$ cat src/rtl/ps2_pkg.sv
// ----------------------------------------------------------------------------
// ps2_pkg
// Shared definitions for the PS/2 receiver slice.
//   PS2_EXT / PS2_BRK : scancode prefix bytes (extended, break)
//   DATA_W            : FIFO entry width, 10 with PS2_SCANCODE_DECODE_EN
//                       ({ext, brk, code[7:0]}), 8 otherwise (raw byte)
//   rx_state_e        : receiver frame state
//   odd_parity_ok()   : true when data bits plus parity bit hold an odd
//                       number of ones
// Configuration macro: PS2_SCANCODE_DECODE_EN
// ----------------------------------------------------------------------------
package ps2_pkg;

   localparam logic [7:0] PS2_EXT = 8'hE0;
   localparam logic [7:0] PS2_BRK = 8'hF0;

`ifdef PS2_SCANCODE_DECODE_EN
   localparam int unsigned DATA_W = 10;
`else
   localparam int unsigned DATA_W = 8;
`endif

   typedef enum logic [1:0] {
      IDLE,
      DATA,
      PARITY,
      STOP
   } rx_state_e;

   function automatic logic odd_parity_ok(input logic [7:0] b, input logic p);
      return ^{b, p};
   endfunction

endpackage

$ cat src/rtl/ps2_rx_fifo_sync_fifo.sv
// ----------------------------------------------------------------------------
// sync_fifo
// Single-clock show-ahead FIFO. The head entry is presented combinationally
// from registered storage; pops on an empty FIFO are ignored, pushes on a
// full FIFO are dropped unless a pop happens on the same edge.
// Ports:
//   clk_i      : clock
//   rst_i      : synchronous active-high reset (clears storage and pointers)
//   push_i     : write request
//   wdata_i    : write data [WIDTH]
//   pop_i      : remove head entry
//   rdata_o    : head entry [WIDTH], valid while !empty_o
//   empty_o    : no entries held
//   count_o    : occupancy [$clog2(DEPTH)+1]
//   overflow_o : one-cycle pulse after a push was dropped
// DEPTH must be a power of two, at least 2.
// ----------------------------------------------------------------------------
module sync_fifo #(
   parameter int unsigned WIDTH = 8,
   parameter int unsigned DEPTH = 16
) (
   input  logic                     clk_i,
   input  logic                     rst_i,
   input  logic                     push_i,
   input  logic [WIDTH-1:0]         wdata_i,
   input  logic                     pop_i,
   output logic [WIDTH-1:0]         rdata_o,
   output logic                     empty_o,
   output logic [$clog2(DEPTH):0]   count_o,
   output logic                     overflow_o
);

   localparam int unsigned AW = $clog2(DEPTH);
   localparam logic [AW:0] FULL_CNT = (AW+1)'(DEPTH);

   logic [WIDTH-1:0] mem_q [DEPTH];
   logic [AW-1:0]    wr_ptr_q;
   logic [AW-1:0]    rd_ptr_q;
   logic [AW:0]      count_q;
   logic             overflow_q;

   logic             full;
   logic             do_push;
   logic             do_pop;

   always_comb begin
      empty_o = (count_q == '0);
      full    = (count_q == FULL_CNT);
      do_pop  = pop_i && !empty_o;
      // a pop on the same edge frees the slot the push needs
      do_push = push_i && (!full || do_pop);
   end

   always_ff @(posedge clk_i) begin
      if (rst_i) begin
         for (int unsigned i = 0; i < DEPTH; i++) begin
            mem_q[i] <= '0;
         end
         wr_ptr_q   <= '0;
         rd_ptr_q   <= '0;
         count_q    <= '0;
         overflow_q <= 1'b0;
      end else begin
         overflow_q <= push_i && !do_push;
         if (do_push) begin
            mem_q[wr_ptr_q] <= wdata_i;
            wr_ptr_q        <= wr_ptr_q + 1'b1;
         end
         if (do_pop) begin
            rd_ptr_q <= rd_ptr_q + 1'b1;
         end
         case ({do_push, do_pop})
            2'b10:   count_q <= count_q + 1'b1;
            2'b01:   count_q <= count_q - 1'b1;
            default: count_q <= count_q;
         endcase
      end
   end

   assign rdata_o    = mem_q[rd_ptr_q];
   assign count_o    = count_q;
   assign overflow_o = overflow_q;

endmodule

$ cat src/rtl/ps2_rx_fifo.sv
// ----------------------------------------------------------------------------
// ps2_rx_fifo
// PS/2 keyboard receiver: synchronises PS2_CLK/PS2_DATA, deglitches the
// clock, deserialises 11-bit frames (start, 8 data LSB first, odd parity,
// stop), and pushes accepted bytes into a show-ahead FIFO read by the CPU.
// Ports:
//   inCLK_50MHZ : system clock
//   reset       : synchronous active-high reset
//   PS2_CLK     : raw PS/2 clock (asynchronous)
//   PS2_DATA    : raw PS/2 data (asynchronous)
//   rd_en       : pop head entry, ignored when empty
//   rd_data     : head entry [DATA_W], valid while !empty
//   empty       : FIFO empty
//   count       : FIFO occupancy [$clog2(FIFO_DEPTH)+1]
//   rx_busy     : frame in progress
//   err_parity  : one-cycle pulse on parity failure
//   err_frame   : one-cycle pulse on bad stop bit or frame timeout
//   overflow    : one-cycle pulse when a byte is dropped on a full FIFO
// Configuration macro: PS2_SCANCODE_DECODE_EN (entries become
// {ext, brk, code}; E0/F0 prefixes are folded into flags, not pushed).
// ----------------------------------------------------------------------------
module ps2_rx_fifo
   import ps2_pkg::*;
#(
   parameter int unsigned FILTER_LEN     = 8,
   parameter int unsigned TIMEOUT_CYCLES = 50000,
   parameter int unsigned FIFO_DEPTH     = 16
) (
   input  logic                          inCLK_50MHZ,
   input  logic                          reset,
   input  logic                          PS2_CLK,
   input  logic                          PS2_DATA,
   input  logic                          rd_en,
   output logic [DATA_W-1:0]             rd_data,
   output logic                          empty,
   output logic [$clog2(FIFO_DEPTH):0]   count,
   output logic                          rx_busy,
   output logic                          err_parity,
   output logic                          err_frame,
   output logic                          overflow
);

   localparam int unsigned FCW = (FILTER_LEN > 1) ? $clog2(FILTER_LEN) : 1;
   localparam logic [FCW-1:0] FILT_LAST = FCW'(FILTER_LEN - 1);
   localparam int unsigned TW = $clog2(TIMEOUT_CYCLES + 1);
   localparam logic [TW-1:0] TO_LAST = TW'(TIMEOUT_CYCLES - 1);

   // ---------------------------------------------------------------------
   // Input synchronisers and clock deglitch filter
   // ---------------------------------------------------------------------
   logic           clk_s1_q, clk_s2_q;
   logic           dat_s1_q, dat_s2_q;
   logic           filt_q, filt_d;
   logic           filt_prev_q;
   logic [FCW-1:0] filt_cnt_q, filt_cnt_d;
   logic           fall;

   always_ff @(posedge inCLK_50MHZ) begin
      if (reset) begin
         clk_s1_q <= 1'b1;
         clk_s2_q <= 1'b1;
         dat_s1_q <= 1'b1;
         dat_s2_q <= 1'b1;
      end else begin
         clk_s1_q <= PS2_CLK;
         clk_s2_q <= clk_s1_q;
         dat_s1_q <= PS2_DATA;
         dat_s2_q <= dat_s1_q;
      end
   end

   // Counts consecutive samples that disagree with the filtered level; any
   // agreeing sample restarts the run, so short glitches never flip it.
   always_comb begin
      filt_d     = filt_q;
      filt_cnt_d = '0;
      if (clk_s2_q != filt_q) begin
         if (filt_cnt_q == FILT_LAST) begin
            filt_d = clk_s2_q;
         end else begin
            filt_cnt_d = filt_cnt_q + 1'b1;
         end
      end
   end

   always_ff @(posedge inCLK_50MHZ) begin
      if (reset) begin
         filt_q      <= 1'b1;
         filt_prev_q <= 1'b1;
         filt_cnt_q  <= '0;
      end else begin
         filt_q      <= filt_d;
         filt_prev_q <= filt_q;
         filt_cnt_q  <= filt_cnt_d;
      end
   end

   assign fall = filt_prev_q && !filt_q;

   // ---------------------------------------------------------------------
   // Frame receiver
   // ---------------------------------------------------------------------
   rx_state_e         state_q;
   logic [2:0]        bit_idx_q;
   logic [7:0]        shift_q;
   logic              par_q;
   logic [TW-1:0]     to_cnt_q;
   logic              push_q;
   logic [DATA_W-1:0] push_data_q;
   logic              err_parity_q;
   logic              err_frame_q;
`ifdef PS2_SCANCODE_DECODE_EN
   logic              ext_q;
   logic              brk_q;
`endif

   always_ff @(posedge inCLK_50MHZ) begin
      if (reset) begin
         state_q      <= IDLE;
         bit_idx_q    <= '0;
         shift_q      <= '0;
         par_q        <= 1'b0;
         to_cnt_q     <= '0;
         push_q       <= 1'b0;
         push_data_q  <= '0;
         err_parity_q <= 1'b0;
         err_frame_q  <= 1'b0;
`ifdef PS2_SCANCODE_DECODE_EN
         ext_q        <= 1'b0;
         brk_q        <= 1'b0;
`endif
      end else begin
         push_q       <= 1'b0;
         err_parity_q <= 1'b0;
         err_frame_q  <= 1'b0;

         if (state_q == IDLE || fall) begin
            to_cnt_q <= '0;
         end else begin
            to_cnt_q <= to_cnt_q + 1'b1;
         end

         // a fall on the same cycle counts as activity, so it wins over timeout
         if (state_q != IDLE && !fall && to_cnt_q == TO_LAST) begin
            state_q     <= IDLE;
            err_frame_q <= 1'b1;
`ifdef PS2_SCANCODE_DECODE_EN
            ext_q       <= 1'b0;
            brk_q       <= 1'b0;
`endif
         end else if (fall) begin
            case (state_q)
               IDLE: begin
                  if (!dat_s2_q) begin
                     state_q   <= DATA;
                     bit_idx_q <= '0;
                  end
               end
               DATA: begin
                  shift_q <= {dat_s2_q, shift_q[7:1]};
                  if (bit_idx_q == 3'd7) begin
                     state_q <= PARITY;
                  end else begin
                     bit_idx_q <= bit_idx_q + 1'b1;
                  end
               end
               PARITY: begin
                  par_q   <= dat_s2_q;
                  state_q <= STOP;
               end
               STOP: begin
                  state_q <= IDLE;
                  if (!dat_s2_q) begin
                     err_frame_q <= 1'b1;
                  end
                  if (!odd_parity_ok(shift_q, par_q)) begin
                     err_parity_q <= 1'b1;
                  end
                  if (dat_s2_q && odd_parity_ok(shift_q, par_q)) begin
`ifdef PS2_SCANCODE_DECODE_EN
                     if (shift_q == PS2_EXT) begin
                        ext_q <= 1'b1;
                     end else if (shift_q == PS2_BRK) begin
                        brk_q <= 1'b1;
                     end else begin
                        push_q      <= 1'b1;
                        push_data_q <= {ext_q, brk_q, shift_q};
                        ext_q       <= 1'b0;
                        brk_q       <= 1'b0;
                     end
`else
                     push_q      <= 1'b1;
                     push_data_q <= shift_q;
`endif
                  end else begin
`ifdef PS2_SCANCODE_DECODE_EN
                     ext_q <= 1'b0;
                     brk_q <= 1'b0;
`endif
                  end
               end
               default: state_q <= IDLE;
            endcase
         end
      end
   end

   assign rx_busy    = (state_q != IDLE);
   assign err_parity = err_parity_q;
   assign err_frame  = err_frame_q;

   // ---------------------------------------------------------------------
   // Scancode FIFO
   // ---------------------------------------------------------------------
   sync_fifo #(
      .WIDTH (DATA_W),
      .DEPTH (FIFO_DEPTH)
   ) u_fifo (
      .clk_i      (inCLK_50MHZ),
      .rst_i      (reset),
      .push_i     (push_q),
      .wdata_i    (push_data_q),
      .pop_i      (rd_en),
      .rdata_o    (rd_data),
      .empty_o    (empty),
      .count_o    (count),
      .overflow_o (overflow)
   );

endmodule

$ cat config.mk
export PLATFORM = sky130hd
export DESIGN_NAME = ps2_rx_fifo
export DESIGN_NICKNAME = d
export VERILOG_FILES = /design/src/rtl/ps2_pkg.sv /design/src/rtl/ps2_rx_fifo_sync_fifo.sv /design/src/rtl/ps2_rx_fifo.sv
export SDC_FILE = /design/constraint.sdc
export NUM_CORES = 1
export LEC_CHECK = 0
export BUFFER_PORTS_ARGS = -buffer_cell sky130_fd_sc_hd__buf_2
export CAP_MARGIN = 20
export CORE_ASPECT_RATIO = 0.8
export CORE_UTILIZATION = 50
export DETAILED_ROUTE_END_ITERATION = 8
export GPL_ROUTABILITY_DRIVEN = 1
export MAX_ROUTING_LAYER = met4
export PLACE_DENSITY = 0.76
export SKIP_CTS_REPAIR_TIMING = 1
export SYNTH_ARGS = -nofsm -noshare
export SYNTH_HDL_FRONTEND = slang
export SYNTH_SLANG_ARGS = --single-unit
$ cat constraint.sdc
create_clock -name inCLK_50MHZ -period 2.6 [get_ports inCLK_50MHZ]
set_input_delay 0.26 -clock inCLK_50MHZ [delete_from_list [all_inputs] [get_ports inCLK_50MHZ]]
set_output_delay 0.26 -clock inCLK_50MHZ [all_outputs]
set_load 0.05 [all_outputs]
==> flow_metrics.env <==
export IMPL_timing_critical_path_slowest_stage_cell="mux4_2"
export IMPL_postRouteAntennaNets=0
export IMPL_crit_fanout=8
export IMPL_ff2ff_path_depth=9
export IMPL_cts_sinks=196
export IMPL_fin_util=0.576
export IMPL_instances_no_fill=942
export IMPL_synth_top_area_frac=0.436
export IMPL_dpl_hpwl_mm=12.0
export IMPL_clk_latency_ps=440
export IMPL_drc=0
export IMPL_grt_pass1_wl_mm=28.0
export IMPL_area_delta_synth_final_pct=12.8
export IMPL_clock_path_buffers=2
export IMPL_final_hold_violation_count=0
export IMPL_switchingPower_uw=2430
export IMPL_share_clk_of_total_power=0.318
export IMPL_path_class="reg2out"
export IMPL_synth_seq_cells=196
export IMPL_period_share=0.985
export IMPL_synth_async_reset_ratio=0
export IMPL_drtPass1Iterations=5
export IMPL_hold_depth=3
export IMPL_num_nets_final=727
export IMPL_status="finished clean"
export IMPL_die_width_um=150
export IMPL_syn_num_nets=700
export IMPL_cp_depth=4
export IMPL_rsz0062_at_grt="yes"
export IMPL_grt_max_degree=69
export IMPL_worstMarginPinSlew_ps=687
export IMPL_crit_buf_inv=2
export IMPL_fp_coreArea_sq_mm=0.0173
export IMPL_max_freq_mhz=390
export IMPL_cts_root_buf="clkbuf_16"
export IMPL_cp_arrival_ps=2300
export IMPL_drt_initial_drc_count=415
export IMPL_seq_area_frac_synth=0.591
export IMPL_crit_top_cell="mux4_2"
export IMPL_met3_length_mm=1.14
export IMPL_antenna_cells=0
export IMPL_netlist_area_sq_mm=0.00881
export IMPL_yosys_most_used_dff="edfxtp_1"
export IMPL_endpoint_kind="primary output"
export IMPL_synth_cells=677
export IMPL_slew_limit_headroom=0.541
export IMPL_die_h_um=121
export IMPL_cts_tree="done"
export IMPL_place_gp_congestion=0.817
export IMPL_p_leak_uw=0.00342
export IMPL_clk_pin_slew_ps=70
export IMPL_critPathRequiredTime_ps=2340
export IMPL_drive_gt1_frac=0.191
export IMPL_skew_ps=11.5
export IMPL_yosysWarnings=0
export IMPL_route_vias_total=5272
export IMPL_min_path_type="in2reg"
export IMPL_finalCriticalPeriod_ps=2560
export IMPL_dp_cells=905
export IMPL_combPwrFrac=0.238
export IMPL_grtUsageTotal=0.217
export IMPL_ys_top_cells_by_area="edfxtp_1 44%, dfxtp_1 15%, mux4_2 10%, and2_1 9.2%, ha_1 2.4%"
export IMPL_critical_path_cell_chain="clkbuf_16 -> mux4_2 -> mux4_2 -> buf_4"
export IMPL_met2WireLength_mm=9.02
export IMPL_p_seq_frac=0.444
export IMPL_post_drt_wl_per_cell_um=19.1
export IMPL_yosys_cell_count_top_type="and2_1"
export IMPL_start_util=0.510
export IMPL_boundaryPins=23
export IMPL_switching_share=0.299
export IMPL_ys_top_cells_by_count="130 x and2_1, 128 x edfxtp_1, 68 x dfxtp_1"
export IMPL_grt_pass1_vias=5144
export IMPL_start_kind="register"
export IMPL_syn_area_per_cell_sq_um=13.0
export IMPL_highest_layer="met4"
export IMPL_grt_overflow_total=0
export IMPL_holdWs_ps=115
export IMPL_worst_ir_drop_vdd_v=0.000495
export IMPL_synth_edf_count=128
export IMPL_num_rows=43
export IMPL_antenna_found_initial=0
export IMPL_h_tree_depth=4
export IMPL_n_fill_cell=1324
export IMPL_routed_wl_mm=18.0
export IMPL_slowest_delay_ps=550
export IMPL_die_area_sq_mm=0.0182
export IMPL_finalSetupViolCount=0
export IMPL_synth_cell_types=46
export IMPL_io_buffer_count=22
export IMPL_maxCapViolCount=0
export IMPL_cts_buffers=17
export IMPL_power_internal_uw=5700
export IMPL_crit_family="multiplexers"
export IMPL_powerDensity_mw_per_mm2=818
export IMPL_drt_met1_wl_mm=7.62
export IMPL_synth_top_area_cell="edfxtp_1"
export IMPL_slew_violations=0
export IMPL_vias_per_cell=5.60
registers in the layout, summed over array words and instances, names as in the netlist, 2 cells and up, named ones only:
name	flops
u_fifo.mem_q	128
to_cnt_q	16
push_data_q	8
shift_q	8
u_fifo.count_o	5
u_fifo.rd_ptr_q	4
u_fifo.wr_ptr_q	4
bit_idx_q	3
filt_cnt_q	3
state_q	2
worst reg2reg max path, delay by kind of cell, from the launching register on:
family	cells	cell delay (ps)
fa+ha+maj	1	340
flops	1	370
simple gates	4	1070
compound gates	4	660
per-layer routing:
| layer | GRT usage | up-vias |
|---|---|---|
| met1 | 0.280 | 2612 |
| met2 | 0.344 | 179 |
| met5 | - | - |
| met4 | 0.0669 | 0 |
| met3 | 0.0460 | 19 |
| li1 | - | 2462 |
power groups by stage:
| stage | Clock (uW) | Combinational (uW) | Sequential [uW] |
|---|---|---|---|
| floorplan | 0 | 1250 | 3730 |
| global placement | 0 | 1740 | 3640 |
| detailed placement | 0 | 1780 | 3650 |
| CTS | 2620 | 1790 | 3580 |
| global route | 2750 | 2040 | 3620 |
| finish | 2590 | 1940 | 3610 |
placed cells by master, fill, tap and decap left out, types with 15 or more instances in the layout:
master,count
edfxtp_1,128
or2_1,16
dfxtp_1,63
nand3_1,20
ha_1,17
clkbuf_16,19
nand2b_1,18
a21oi_1,22
and2_1,130
buf_2,15
nand2_1,30
mux4_2,40
nor2_1,43
xnor2_1,18
layout make-up:
type | count | area (sq um) | share of cell area
Clock inverter | 13 | 143 | 0.0144
Clock buffer | 19 | 433 | 0.0436
Tap cell | 225 | 282 | 0.0283
Timing Repair Buffer | 39 | 335 | 0.0337
Multi-Input combinational cell | 440 | 3490 | 0.351
Sequential cell | 196 | 5220 | 0.525
Inverter | 10 | 37.5 | 0.00378
through the flow:
stage / TNS, ps / area [sq um] / total power (uW) / setup slack [ps]
after detailed placement: 0 / 9220 / 5430 / 6.20
after CTS: -389 / 9790 / 7980 / -69.7
final: 0 / 9940 / 8130 / 38.5
after global routing: -32.6 / 9940 / 8410 / -9.33
after global placement: 0 / 9220 / 5370 / 58.3
after floorplan: 0 / 8830 / 4990 / 10.0
cells by family after synthesis:
logic type,synth area share
adders and majority gates,0.0264
xor gates and xnor gates,0.0294
DFF,0.591
AOI/OAI and AO/OA,0.0287
muxes,0.116
buffers and inverters,0.0180
and+or+nand+nor,0.191
worst paths after layout:
| path | startpoint | to | slack [ps] |
|---|---|---|---|
| hold reg to reg | dat_s1_q$_SDFF_PP1_ | dat_s2_q$_SDFF_PP1_ | 430 |
| setup / recovery | register | rd_data[5] | 40 |
| hold / removal | reset | u_fifo.overflow_o$_SDFF_PP0_ | 110 |
| setup reg to reg | u_fifo.count_o[1]$_SDFFE_PP0P_ | u_fifo.count_o[4]$_SDFFE_PP0P_ | 100 |
Power figures use the tool's default switching activity.
